## config.mk

```make
export PLATFORM = sky130hd
export DESIGN_NAME = fifo_serial_reader
export DESIGN_NICKNAME = d
export VERILOG_FILES = /design/src/rtl/fifo_pkg.sv /design/src/rtl/fifo_serial_reader_bit_timer.sv /design/src/rtl/fifo_serial_reader.sv
export SDC_FILE = /design/constraint.sdc
export NUM_CORES = 1
export LEC_CHECK = 0
export CAP_MARGIN = 20
export CORE_ASPECT_RATIO = 0.9
export CORE_MARGIN = 3
export CORE_UTILIZATION = 54
export DETAILED_ROUTE_END_ITERATION = 12
export PLACE_DENSITY_LB_ADDON = 0.3
export SYNTH_ARGS = -nofsm -noshare
export SYNTH_HDL_FRONTEND = slang
export SYNTH_HIERARCHICAL = 1
export SYNTH_SLANG_ARGS = --single-unit
```

## constraint.sdc

```tcl
create_clock -name rclk -period 2.93 [get_ports rclk]
set_input_delay 0.7325 -clock rclk [delete_from_list [all_inputs] [get_ports rclk]]
set_output_delay 0.7325 -clock rclk [all_outputs]
set_load 0.01 [all_outputs]
```

## src/rtl/fifo_pkg.sv

```systemverilog
// Shared types and constants for the FIFO read-side serial drain.
package fifo_pkg;

  localparam int DATA_W = 3;

  // Serial frame line levels and total bit count (start + data + stop).
  localparam logic START_LVL  = 1'b0;
  localparam logic STOP_LVL   = 1'b1;
  localparam int   FRAME_BITS = 5;

  typedef enum logic [2:0] {
    IDLE  = 3'd0,
    POP   = 3'd1,
    LOAD  = 3'd2,
    START = 3'd3,
    DATA  = 3'd4,
    STOP  = 3'd5
  } state_t;

endpackage

```

## src/rtl/fifo_serial_reader_bit_timer.sv

```systemverilog
// Bit-period divider: tick marks the last cycle of every BIT_DIV-cycle bit.
module bit_timer #(
  parameter int BIT_DIV = 4
) (
  input  logic clk,
  input  logic rst,
  input  logic clear,
  input  logic run,
  output logic tick
);

  localparam logic [7:0] LAST_CNT = 8'(BIT_DIV - 1);

  logic [7:0] cnt_r;

  assign tick = run && (cnt_r == LAST_CNT);

  // Divide counter: held at 0 while cleared, returns to 0 after its terminal count.
  always_ff @(posedge clk) begin
    if (rst || clear) begin
      cnt_r <= 8'd0;
    end else if (run) begin
      if (tick) begin
        cnt_r <= 8'd0;
      end else begin
        cnt_r <= cnt_r + 8'd1;
      end
    end else begin
      cnt_r <= cnt_r;
    end
  end

endmodule

```

## src/rtl/fifo_serial_reader.sv

```systemverilog
// Pops 3-bit words from the FIFO read port and sends each as a start/3-data/stop
// serial frame, LSB first. Outputs are registered from the next-state decode so
// they line up with the state they describe.
module fifo_serial_reader
  import fifo_pkg::*;
#(
  parameter int BIT_DIV = 4
) (
  input  logic              rclk,
  input  logic              rst,
  input  logic              en,
  input  logic              empy,
  input  logic [DATA_W-1:0] datout,
  output logic              rd,
  output logic              txd,
  output logic              busy
);

  // Index of the last data bit within the frame.
  localparam logic [1:0] LAST_BIT = 2'(FRAME_BITS - 3);

  state_t            state_r;
  state_t            state_s;
  logic [DATA_W-1:0] shift_r;
  logic [DATA_W-1:0] shift_s;
  logic [1:0]        bit_r;
  logic [1:0]        bit_s;
  logic              rd_r;
  logic              txd_r;
  logic              busy_r;
  logic              txd_s;
  logic              run_s;
  logic              tick_s;
  logic              can_pop_s;

  assign can_pop_s = en && !empy;
  assign run_s     = (state_r == START) || (state_r == DATA) || (state_r == STOP);

  bit_timer #(
    .BIT_DIV(BIT_DIV)
  ) u_bit_timer (
    .clk  (rclk),
    .rst  (rst),
    .clear(!run_s),
    .run  (run_s),
    .tick (tick_s)
  );

  // Next-state, shift register and bit counter decode.
  always_comb begin
    state_s = state_r;
    shift_s = shift_r;
    bit_s   = bit_r;
    case (state_r)
      IDLE: begin
        if (can_pop_s) begin
          state_s = POP;
        end else begin
          state_s = IDLE;
        end
      end
      POP: begin
        state_s = LOAD;
      end
      LOAD: begin
        shift_s = datout;
        bit_s   = 2'd0;
        state_s = START;
      end
      START: begin
        if (tick_s) begin
          state_s = DATA;
        end else begin
          state_s = START;
        end
      end
      DATA: begin
        if (tick_s) begin
          if (bit_r == LAST_BIT) begin
            state_s = STOP;
          end else begin
            bit_s   = bit_r + 2'd1;
            shift_s = {1'b0, shift_r[DATA_W-1:1]};
          end
        end else begin
          state_s = DATA;
        end
      end
      STOP: begin
        if (tick_s) begin
          if (can_pop_s) begin
            state_s = POP;
          end else begin
            state_s = IDLE;
          end
        end else begin
          state_s = STOP;
        end
      end
      default: begin
        state_s = IDLE;
      end
    endcase
  end

  // Line level for the coming cycle, taken from the next state and shift value.
  always_comb begin
    txd_s = STOP_LVL;
    case (state_s)
      START:   txd_s = START_LVL;
      DATA:    txd_s = shift_s[0];
      default: txd_s = STOP_LVL;
    endcase
  end

  // State, datapath and registered outputs; reset drops any in-flight word.
  always_ff @(posedge rclk) begin
    if (rst) begin
      state_r <= IDLE;
      shift_r <= '0;
      bit_r   <= 2'd0;
      rd_r    <= 1'b0;
      txd_r   <= 1'b1;
      busy_r  <= 1'b0;
    end else begin
      state_r <= state_s;
      shift_r <= shift_s;
      bit_r   <= bit_s;
      rd_r    <= (state_s == POP);
      txd_r   <= txd_s;
      busy_r  <= (state_s != IDLE);
    end
  end

  assign rd   = rd_r;
  assign txd  = txd_r;
  assign busy = busy_r;

endmodule

```

==> results.sh <==
export IMPL_synth_seq_area_share=0.379
export IMPL_grt_pass1_wl_microns=3260
export IMPL_syn2layout_area_growth_pct=11.3
export IMPL_crit_type="reg2reg"
export IMPL_grt_pass1_vias=751
export IMPL_cts_tree="done"
export IMPL_power_frac_clock=0.266
export IMPL_fin_util=0.652
export IMPL_track_usage=0.184
export IMPL_max_cap_viol_count=0
export IMPL_synth_flop_cell="dfxtp_1"
export IMPL_async_flop_share=0
export IMPL_start_util=0.585
export IMPL_numCtsBuffers=3
export IMPL_drc=0
export IMPL_synth_fp_nets=117
export IMPL_yosys_warnings=6
export IMPL_dieArea_sq_mm=0.00241
export IMPL_finalCriticalPeriod_ns=2.72
export IMPL_post_cts_buffers=0
export IMPL_drt_vias_per_instance=5.80
export IMPL_avgSynthCellArea_sq_um=9.30
export IMPL_p_sw_frac=0.247
export IMPL_place_congestion=0.779
export IMPL_drive_gt1_frac=0.111
export IMPL_outcome="completed"
export IMPL_clkSinkCount=19
export IMPL_clockBufferDepth=2
export IMPL_die_height_microns=46.9
export IMPL_clk_root_buffer_cell="clkbuf_4"
export IMPL_cts_hold_buf=0
export IMPL_clock_latency_ns=0.29
export IMPL_tightest_slew_ns=0.403
export IMPL_highest_layer="met4"
export IMPL_cp_max_fo=12
export IMPL_vias=818
export IMPL_rsz0062_at_grt="false"
export IMPL_io_buffers=9
export IMPL_cts_repair_resized=0
export IMPL_yosysUniqueCellTypes=43
export IMPL_timing_final_hold_violations=0
export IMPL_final_setup_tns_ns=0
export IMPL_drt_iter0_drc=19
export IMPL_max_freq_mhz=368
export IMPL_p_int_mw=0.369
export IMPL_ios=10
export IMPL_syn_instance_count=108
export IMPL_leakagePower_nw=0.393
export IMPL_row_count=14
export IMPL_worstPathRequired_ns=3.13
export IMPL_synth_edf_count=0
export IMPL_grt_overflow_total=0
export IMPL_pwr_share_seq=0.574
export IMPL_nNetsFinal=127
export IMPL_synth_seq_cells=19
export IMPL_slew_viol_final=0
export IMPL_startpoint_type="register"
export IMPL_first_pass_iters=4
export IMPL_fin_crit_sh=0.927
export IMPL_power_switching_mw=0.121
export IMPL_min_path_type="reg2reg"
export IMPL_grt_max_degree=13
export IMPL_wire_per_inst_microns=13.8
export IMPL_clk_pin_slew_worst_paths_ns=0.11
export IMPL_nFillCells=168
export IMPL_hpwlAfterDp_microns=1470
export IMPL_dr_wl_met2_microns=936
export IMPL_worst_slack_ns=0.213
export IMPL_postRouteAntennaNets=0
export IMPL_core_area_sq_mm=0.00172
export IMPL_antenna_found_initial=0
export IMPL_wl_microns=1940
export IMPL_die_w_microns=51.5
export IMPL_wl_met1_microns=882
export IMPL_arrival_ns=2.91
export IMPL_place_ws_ns=0.294
export IMPL_insertedDiodeCount=0
export IMPL_endpoint_kind="register"
export IMPL_finClkSkew_ns=0.00917
export IMPL_dr_wl_met3_microns=107
export IMPL_setup_violations_final=0
export IMPL_power_density_mw_per_mm2=438
export IMPL_netlist_area_sq_mm=0.00100
export IMPL_cts_htree_levels=1
export IMPL_p_comb_frac=0.160
export IMPL_slew_headroom=0.729
export IMPL_ir_drop_uv=354
-- kinds of logic after synthesis --
family	Yosys count	synth area share
xor+xnor	3	0.0262
flops	19	0.379
simple gates	48	0.284
mux	4	0.0411
fa+ha+maj	2	0.0249
compound gates	21	0.176
buf+inv	11	0.0697
-- power by group through the flow --
stage               logic, mW  registers, mW  clock network, mW
floorplan              0.0572          0.283                  0
global placement       0.0768          0.286                  0
detailed placement     0.0784          0.288                  0
CTS                    0.0787          0.282              0.135
global route           0.0856          0.284              0.148
finish                 0.0782          0.281              0.130
-- metrics by stage --
stage	instance area [sq um]	hold slack (ns)	cells	power, mW
after floorplan	1000	0.437	108	0.340
after global placement	1090	0.459	137	0.363
after detailed placement	1090	0.475	137	0.366
after CTS	1120	0.490	141	0.495
after global routing	1120	0.519	141	0.518
final	1120	0.490	141	0.490
-- critical path, cell delays in order (launching register included) --
cell and delay, ns:
dfxtp_1 0.53, or2b_1 0.30, nand2_1 0.24, nand2_1 0.12, nor4_1 0.32, nand2b_1 0.16, o31a_4 0.30, a221o_1 0.31
o32a_1 0.33
-- per-layer routing --
layer / up-vias / track usage
met4: 0 / 0.0471
li1: 413 / -
met3: 2 / 0.0571
met2: 22 / 0.310
met5: - / 0
met1: 381 / 0.232
-- layout by cell type (no fill, tap or decap), types with 2 or more instances in the layout --
cell type        count
nor2b_1              3
nand4_1              4
clkbuf_4             3
nand2_1              6
nor3_1               5
o21ai_0              4
or3_1                3
nand2b_1             2
buf_4                3
and2_1               4
ha_1                 2
clkdlybuf4s50_1      9
nor4_1               2
nor2_1               7
nor3b_1              2
inv_1                4
mux2i_1              3
nand3_1              2
a21oi_1              6
dfxtp_1             19
xor2_1               3
-- worst paths after layout --
kind,start,to,slack (ns),depth (start not counted)
worst min-delay path,u_bit_timer/cnt_r[7],u_bit_timer/cnt_r[7],0.49,2
worst min register to register,u_bit_timer/cnt_r[7],u_bit_timer/cnt_r[7],0.49,2
worst max register to register,state_r[2],txd,0.21,8
worst max-delay path,state_r[2],txd,0.21,8
-- synthesized netlist by cell type (2+ instances only) --
cell,instances,area [sq um]
dfxtp_1,19,380
nor2_1,7,26.3
a21oi_1,6,30.0
nand2_1,6,22.5
nor3_1,5,25.0
and2_1,4,25.0
inv_1,4,15.0
nand4_1,4,25.0
o21ai_0,4,20.0
buf_6,3,33.8
mux2i_1,3,30.0
nor2b_1,3,18.8
or3_1,3,18.8
xor2_1,3,26.3
ha_1,2,25.0
nand2b_1,2,12.5
nand3_1,2,10.0
nor3b_1,2,15.0
nor4_1,2,12.5
-- flip-flops by register name, summed over array words and instances (netlist names) --
name	cells
rd	1
bit_r	2
u_bit_timer/cnt_r	8
shift_r	3
txd	1
state_r	3
busy	1
-- layout make-up --
type	instances	area (sq um)	share of cell area
multi-input combinational	78	554	0.496
inverter	4	15.0	0.0134
clock buffer	4	26.3	0.0235
sequential	19	380	0.340
timing repair buffer	12	113	0.101
tap	24	30.0	0.0268
No activity file was read; power rests on OpenSTA's default activity.
